===== src/rtl/lsu_pkg.sv =====
// Shared definitions for the load/store unit: access size encodings,
// the controller state enum and the default data memory size.
package lsu_pkg;

    localparam int unsigned LSU_DMEM_BYTES = 128;

    // req_size encodings; 2'b11 is reserved and always faults.
    typedef enum logic [1:0] {
        SZ_BYTE = 2'b00,
        SZ_HALF = 2'b01,
        SZ_WORD = 2'b10,
        SZ_RSVD = 2'b11
    } size_e;

    typedef enum logic [1:0] {
        IDLE     = 2'b00,
        LD_WAIT  = 2'b01,
        ST_MERGE = 2'b10
    } state_e;

endpackage


===== src/rtl/lsu_lane_mux.sv =====
// Combinational lane logic for a big-endian word memory.
//   word     : word read from memory
//   offset   : byte offset within the word
//   size     : access size (byte/half; word passes through)
//   is_unsigned : zero-extend instead of sign-extend on loads
//   wdata    : right-aligned store data (low byte/half used)
//   ld_data  : extracted and extended load value
//   st_data  : word with the store lane merged in
module lsu_lane_mux
    import lsu_pkg::*;
(
    input  logic [31:0] word,
    input  logic [1:0]  offset,
    input  logic [1:0]  size,
    input  logic        is_unsigned,
    input  logic [15:0] wdata,
    output logic [31:0] ld_data,
    output logic [31:0] st_data
);

    logic [4:0]  shift;
    logic [31:0] shifted;
    logic [31:0] mask;

    // Offset 0 is the most significant lane, so the shift is (3-k)*8 for
    // bytes and 16 for half offset 0.
    always_comb begin
        shift   = (size == SZ_HALF) ? {~offset[1], 4'b0000} : {~offset, 3'b000};
        shifted = word >> shift;
        mask    = ((size == SZ_HALF) ? 32'h0000_FFFF : 32'h0000_00FF) << shift;
        case (size)
            SZ_BYTE: ld_data = {{24{~is_unsigned & shifted[7]}}, shifted[7:0]};
            SZ_HALF: ld_data = {{16{~is_unsigned & shifted[15]}}, shifted[15:0]};
            default: ld_data = word;
        endcase
        st_data = (word & ~mask) | ((32'(wdata) << shift) & mask);
    end

endmodule


===== config.mk =====
export PLATFORM = sky130hd
export DESIGN_NAME = lsu_lane_mux
export DESIGN_NICKNAME = d
export VERILOG_FILES = /design/src/rtl/lsu_pkg.sv /design/src/rtl/lsu_lane_mux.sv
export SDC_FILE = /design/constraint.sdc
export NUM_CORES = 1
export LEC_CHECK = 0
export ABC_AREA = 1
export BUFFER_PORTS_ARGS = -buffer_cell sky130_fd_sc_hd__buf_2
export CORE_AREA = 8 8 67 69
export DETAILED_ROUTE_END_ITERATION = 6
export DIE_AREA = 0 0 75 77
export GPL_TIMING_DRIVEN = 0
export PLACE_DENSITY = 0.84
export SLEW_MARGIN = 20
export SYNTH_ARGS = -nofsm -noshare
export SYNTH_HDL_FRONTEND = slang
export SYNTH_SLANG_ARGS = --single-unit

===== constraint.sdc =====
create_clock -name vclk -period 3.7
set_input_delay 1.11 -clock vclk [all_inputs]
set_output_delay 1.11 -clock vclk [all_outputs]
set_load 0.02 [all_outputs]

# After elaboration in Yosys (flattened, before gate mapping)
# Index checks and enable logic that the tools add are counted.
# Widths: inputs -> output; s select.
# op_classes
n_eq_ne	1
shifts	3
n_reduce_logical	1
bitwise	9
muxes	3
# op_table
operator	n
$and 32x32->32	2
$pmux 32 s2	1
$shl 16x5->32	2
$not 32->32	1
$or 32x32->32	1
$shr 32x5->16	1
$mux 16	1
$mux 5	1
$and 1x1->1	2
$eq 2x1->1 const B	1
$logic_not 2->1	1
$not 1->1	2
$not 2->2	1
# totals
in_bits	53
reg_bits	0
out_inout_bits	64
word_cells	17

# Depth between registers and ports, before layout
# Gate-level depths: netlist of the first run.
# depth
depth_word	6
depth_mapped	11
ltp_nobuf	9

# Worst setup path after synthesis of the first run
# Ideal clock, no wire load.
# synth_path
path_kind	input to output
start	input size[1]
end	output st_data[14]
path_slack_ps	303
required_time_ps	2590
t_arrival_ps	2287
n_path_buf	3
path_stages	8
path_cell_list	buf_4 -> clkinv_2 -> nand2_4 -> buf_6 -> a21oi_4 -> buf_4 -> nor2_1 -> a31oi_1
# synth_between
elab_chain_cells	6
elab_cells_between_ends	9
cone_classes	eq/ne: 1; shift: 2; mux: 2; bitwise: 4
# synth_rtl
item	line	source
start, declared	lsu_lane_mux.sv:14	input logic [1:0] size,
$eq 2x1->1 *	lsu_lane_mux.sv:28, lsu_lane_mux.sv:30	
$mux 16 or $mux 5 (tied branches)	lsu_lane_mux.sv:30, lsu_lane_mux.sv:28	
$shl 16x5->32	lsu_lane_mux.sv:30	mask = ((size == SZ_HALF) ? 32'h0000_FFFF : 32'h0000_00FF) << shift;
$not 32->32	lsu_lane_mux.sv:36	st_data = (word & ~mask) | ((32'(wdata) << shift) & mask);
$and 32x32->32	lsu_lane_mux.sv:36	
$or 32x32->32 *	lsu_lane_mux.sv:36	
end, declared	lsu_lane_mux.sv:18	output logic [31:0] st_data
# Every way passes the cells marked *; elsewhere a longest branch is shown, timed or not.

# Worst setup path in the final report of the first run
# layout_path
start	input offset[1]
end	output ld_data[1]
# layout_between
elab_chain_cells	4
elab_cells_between_ends	5
cone_classes	shift: 1; mux: 2; bitwise: 2
# layout_rtl
item	line	source
start, declared	lsu_lane_mux.sv:13	input logic [1:0] offset,
$not 2->2 or $not 1->1 (tied branches)	lsu_lane_mux.sv:28	shift = (size == SZ_HALF) ? {~offset[1], 4'b0000} : {~offset, 3'b000};
$mux 5 *	lsu_lane_mux.sv:28	
$shr 32x5->16 *	lsu_lane_mux.sv:29	shifted = word >> shift;
$pmux 32 s2 *	lsu_lane_mux.sv:31	case (size)
end, declared	lsu_lane_mux.sv:17	output logic [31:0] ld_data,
# Marked as above.

==> flow_metrics.py, run 1 <==
metrics = {
    "routing": {
        "postRouteWirelength_um": 6710,
        "drc": 0,
        "final_antenna_net_count": 0,
        "avgViaCountPerCell": 5.34,
        "detail_route.first_pass.iterations": 5,
        "route.detailed.wl_per_inst_um": 14.8,
        "dr.first_iter.drc_count": 165,
        "via_count": 2420,
    },
    "sta": {
        "period_share_pct": 96.8,
        "rsz_0062_raised_after_global_routing": "no",
        "final-hold-violation-count": 0,
        "slew_headroom_pct": 66.2,
        "setup_viol": 0,
        "drv_slew": 0,
        "final_critical_path_setup_slack_ps": 117,
        "fin_tns_setup_ps": 0,
        "worst_pin_slew_ps": 507,
        "hold_ws_ps": 2580,
        "clock.fmax_mhz": 279,
        "period_minus_slack_ps": 3580,
    },
    "worst_setup_path": {
        "timing.critical_path.cells": "buf_2 > inv_2 > clkbuf_1 > o21ai_0 > o22ai_1 > nand2_1 > nand2_1 > inv_1 > buf_2",
        "endpoint_kind": "output port",
        "worst_path_max_delay_cell": "clkbuf_1",
        "slowest_delay_ps": 380,
        "first_element_of_the_critical_path": "offset[1]",
        "crit_path_start_kind": "primary input",
        "critPathArrivalTime_ps": 2470,
        "crit_path_max_fanout": 10,
        "required_ps": 2590,
        "critical_path_class": "primary input to output port",
    },
    "logic_synthesis": {
        "synth_nets": 342,
        "synth.largest_area_cell": "nand2_1",
        "postSynthCellCount": 289,
        "synth-warning-count": 0,
        "synth_cell_types": 19,
        "yosysTopAreaCellShare_pct": 28.5,
        "syn_avg_cell_area_um2": 5.20,
        "post_synth_instance_area_um2": 1500,
        "synth_sequential_area_ratio_pct": 0,
        "yosys.cell_count.top_type": "nand2_1",
        "cell_types_with_the_highest_counts_after_synthesis": "nand2_1 (114), inv_1 (35), nand3_2 (23), o22ai_1 (23), nand3_1 (22)",
        "yosys-top-cells-area": "nand2_1 (28%), nand3_2 (15%), o22ai_1 (9.6%)",
    },
    "pwr": {
        "power_frac_comb_pct": 100.0,
        "power.leakage_uw": 0.00141,
        "clock_power_share_pct": 0,
        "sw_ratio_pct": 65.5,
        "vdd_ir_drop_max_mv": 0.0816,
        "seq_power_share_pct": 0,
        "p_sw_uw": 253,
        "power-per-cell-area_nw_per_um2": 180,
        "p_int_uw": 133,
    },
    "worst_hold_path": {
        "worstHoldEndpoint": "ld_data[23]",
        "hold_path_depth": 4,
        "min-delay-path-class": "primary input to output port",
        "worstHoldStart": "word[23]",
    },
    "floorplan": {
        "area_of_the_core_region_um2": 3500,
        "pin_count": 117,
        "dieHeight_um": 77,
        "rows": 22,
        "initial_core_util_pct": 43.0,
        "die_area_um2": 5780,
        "die_width_um": 75,
    },
    "layout": {
        "layout.cells.non_filler": 453,
        "sequential_cell_area_um2": 0,
        "sequential_cell_count": 0,
        "antenna_diode_count": 0,
        "layout_nets": 460,
        "post_route_cells_drive_above_1_share_pct": 41.0,
        "synthToLayoutAreaGrowth_pct": 42.6,
        "final_util_pct": 61.3,
        "nClkBuffers": 0,
    },
    "global_route": {
        "antenna_violations_before_repair": 0,
        "globalRouteTotalUtil_pct": 22.3,
        "grt_remaining_overflow": 0,
        "grt_pass1_vias": 2329,
        "grt_start_max_net_pins": 11,
        "grt_first_pass_wirelength_um": 10700,
    },
    "cts": {
        "post_cts_resized": 0,
        "cts_hold_buf": 0,
        "post-cts-setup-buffer-count": 0,
    },
    "run_status": {
        "run_status": "finished clean",
    },
    "place": {
        "portBuffers": 116,
        "place.detailed.hpwl_um": 5580,
        "final_weighted_congestion_of_routability_driven_global_placement": 0.903,
        "placedCellCount": 453,
        "placement.setup.worst_slack_ps": 160,
    },
    "job": {
        "max_cap_viol_count": 0,
    },
}
power groups by stage:
| stage | Combinational (uW) | Sequential (uW) | Clock (uW) |
|---|---|---|---|
| final | 385 | 0 | 0 |
| after global routing | 418 | 0 | 0 |
| after CTS | 384 | 0 | 0 |
| after detailed placement | 383 | 0 | 0 |
| after global placement | 379 | 0 | 0 |
| after floorplan | 247 | 0 | 0 |
layout by cell type (no fill, tap or decap), types with 6 or more instances in the layout:
master	count
buf_2	119
nand2_1	114
inv_1	35
o22ai_1	23
nand3_2	23
nand3_1	22
nor2_1	15
a31oi_1	14
clkbuf_1	6
critical path, delay by kind of cell:
kind	cells	cell delay, ps
buffers and inverters	5	830
AOI/OAI and AO/OA	2	390
and+or+nand+nor	2	150
kinds of logic (layout without fill, tap and decap cells):
logic type,Yosys count,in the layout,share of synthesized area (%)
and+or+nand+nor,181,181,60.3
AOI/OAI and AO/OA,49,49,20.9
buffers and inverters,59,175,18.8
worst max-delay path by stage:
stage                   to  cells after the start
4_1_cts         ld_data[1]                      9
6_report        ld_data[1]                      9
3_5_place_dp    ld_data[1]                      9
3_3_place_gp    ld_data[1]                      9
5_1_grt         ld_data[1]                      9
2_1_floorplan  st_data[14]                      8
stage by stage:
step	power, uW	area, um2
floorplan	247	1500
global placement	379	2140
detailed placement	383	2140
CTS	384	2140
global route	418	2140
finish	385	2140
area by class of cell:
class	instances	area [um2]
Buffer	19	131
Multi-Input combinational cell	230	1220
Fill cell	402	1350
Tap cell	48	60.1
Inverter	40	151
Timing Repair Buffer	116	581
routing by layer:
| layer | GRT usage (%) | vias to the layer above | part of all wire (%) | routed length [um] |
|---|---|---|---|---|
| met5 | 0 | - | 0 | 0 |
| met4 | 2.94 | 0 | 1.5 | 102 |
| met3 | 4.68 | 10 | 13 | 866 |
| met2 | 37.0 | 140 | 46 | 3070 |
| met1 | 28.6 | 1083 | 40 | 2670 |
| li1 | - | 1187 | - | - |
(Power assumes the default switching activity.)
==> inputs of run 2 (changes only) <==
--- a/config.mk
+++ b/config.mk
@@ -5,11 +5,10 @@
 export SDC_FILE = /design/constraint.sdc
 export NUM_CORES = 1
 export LEC_CHECK = 0
-export ABC_AREA = 1
 export BUFFER_PORTS_ARGS = -buffer_cell sky130_fd_sc_hd__buf_2
-export CORE_AREA = 8 8 67 69
+export CORE_AREA = 8 8 64 66
 export DETAILED_ROUTE_END_ITERATION = 6
-export DIE_AREA = 0 0 75 77
+export DIE_AREA = 0 0 72 74
 export GPL_TIMING_DRIVEN = 0
 export PLACE_DENSITY = 0.84
 export SLEW_MARGIN = 20
==> flow_metrics.py, run 2 <==
metrics = {
    "run_status": {
        "run_status": "finished clean",
    },
    "layout": {
        "layout.cells.non_filler": 334,
        "antenna_diode_count": 0,
        "nClkBuffers": 0,
        "layout_nets": 343,
        "sequential_cell_count": 0,
        "sequential_cell_area_um2": 0,
        "multi_input_area_um2": 1150,
        "most_used_cells_in_the_layout_excluding_fill_and_tap_cells": "buf_2 (120), nand2_1 (25), mux2_2 (19)",
        "layout.filler_cells": 322,
        "mostFrequentLayoutCell": "buf_2",
        "synthToLayoutAreaGrowth_pct": 50.7,
        "post_route_cells_drive_above_1_share_pct": 54.2,
    },
    "floorplan": {
        "dieHeight_um": 74,
        "die_area_um2": 5330,
        "pin_count": 117,
        "die_width_um": 72,
        "area_of_the_core_region_um2": 3180,
        "initial_core_util_pct": 39.6,
        "rows": 21,
    },
    "pwr": {
        "vdd_ir_drop_max_mv": 0.0951,
        "power.leakage_uw": 0.00102,
        "power-per-cell-area_nw_per_um2": 181,
    },
    "routing": {
        "avgViaCountPerCell": 5.48,
        "postRouteWirelength_um": 5780,
        "dr.first_iter.drc_count": 72,
        "detail_route.first_pass.iterations": 4,
        "route.detailed.wl_per_inst_um": 17.3,
        "drc": 0,
        "via_count": 1831,
        "final_antenna_net_count": 0,
    },
    "logic_synthesis": {
        "synth_sequential_area_ratio_pct": 0,
        "cell_types_with_the_highest_counts_after_synthesis": "nand2_1 (25), mux2_2 (19), o21ai_0 (17)",
        "synth_cell_types": 32,
        "yosys-top-cells-area": "mux2_2 (17%), mux2i_1 (12%), o2bb2ai_1 (9.8%)",
        "syn_avg_cell_area_um2": 7.31,
        "yosysTopAreaCellShare_pct": 17.0,
        "synth.largest_area_cell": "mux2_2",
        "synth-warning-count": 0,
        "synth_nets": 225,
        "postSynthCellCount": 172,
        "post_synth_instance_area_um2": 1260,
        "yosys.cell_count.top_type": "nand2_1",
    },
    "sta": {
        "rsz_0062_raised_after_global_routing": "no",
        "period_share_pct": 96.4,
        "setup_viol": 0,
        "hold_ws_ps": 2580,
        "drv_slew": 0,
        "slew_headroom_pct": 63.4,
        "clock.fmax_mhz": 280,
        "period_minus_slack_ps": 3570,
        "worst_pin_slew_ps": 548,
        "fin_tns_setup_ps": 0,
        "final-hold-violation-count": 0,
    },
    "place": {
        "final_weighted_congestion_of_routability_driven_global_placement": 0.888,
        "placedCellCount": 334,
        "place.detailed.hpwl_um": 4750,
        "portBuffers": 116,
    },
    "worst_setup_path": {
        "crit_path_max_fanout": 10,
        "timing.critical_path.cells": "buf_2 > buf_2 > and2b_4 > o21ai_4 > mux2_2 > buf_2",
        "cpMostUsedCell": "buf_2",
        "critPathArrivalTime_ps": 2460,
        "endpoint_kind": "output port",
        "critical_path_class": "primary input to output port",
        "crit_path_start_kind": "primary input",
        "critical_path.n_buffers_inverters": 3,
        "worst_path_max_delay_cell": "mux2_2",
        "cp_top_family": "buffers and inverters",
        "first_element_of_the_critical_path": "size[0]",
        "required_ps": 2590,
        "slowest_delay_ps": 390,
    },
    "global_route": {
        "grt_remaining_overflow": 0,
        "grt_pass1_vias": 1820,
        "grt_start_max_net_pins": 11,
        "globalRouteTotalUtil_pct": 20.0,
        "grt_first_pass_wirelength_um": 8830,
        "antenna_violations_before_repair": 0,
    },
    "cts": {
        "cts_hold_buf": 0,
        "post-cts-setup-buffer-count": 0,
        "post_cts_resized": 0,
    },
    "job": {
        "max_cap_viol_count": 0,
    },
    "worst_hold_path": {
        "min-delay-path-class": "primary input to output port",
        "worstHoldStart": "word[20]",
    },
}
## run 2: where the power goes
part,internal (uW),switching [uW]
logic,134,210
registers,0,0
clock network,0,0
total,134,210
## run 2: area by class of cell
type                       count  share of cell area (%)
tap                           46                    3.04
inverter                       1                   0.198
buffer                        16                    5.21
multi-input combinational    155                    60.9
timing repair buffer         116                    30.6
## run 2: metal layers
metal	global-route usage [%]	up-vias	part of all wire [%]
met4	3.17	0	1.5
met1	22.0	846	38
li1	-	888	-
met2	38.2	86	51
met3	4.85	11	9.6
met5	0	-	0
## run 2: logic make-up (layout without fill, tap and decap cells)
family,count (synthesis),in the layout,share of synthesized area (%)
AO/OA/AOI/OAI,53,53,32.4
buffers and inverters,17,133,8.16
AND/OR/NAND/NOR,66,66,26.6
multiplexers,36,36,32.8
## run 2: final timing paths
path | to | slack (ps) | depth (start not counted)
hold / removal | ld_data[20] | 2580 | 4
setup / recovery | st_data[6] | 130 | 6
## run 2: metrics by stage
stage	instance area, um2	total power [uW]	worst slack, ps	utilization (%)
after floorplan	1260	215	274	-
after global placement	1900	339	148	59.6
after detailed placement	1900	343	142	59.6
after CTS	1900	344	130	59.6
after global routing	1900	369	79.8	59.6
final	1900	344	131	59.6
## run 2: worst min-delay path: cells and delay by family
family / cells / cell delay (ps)
and+or+nand+nor: 1 / 50
AOI/OAI and AO/OA: 1 / 50
buffers and inverters: 2 / 260
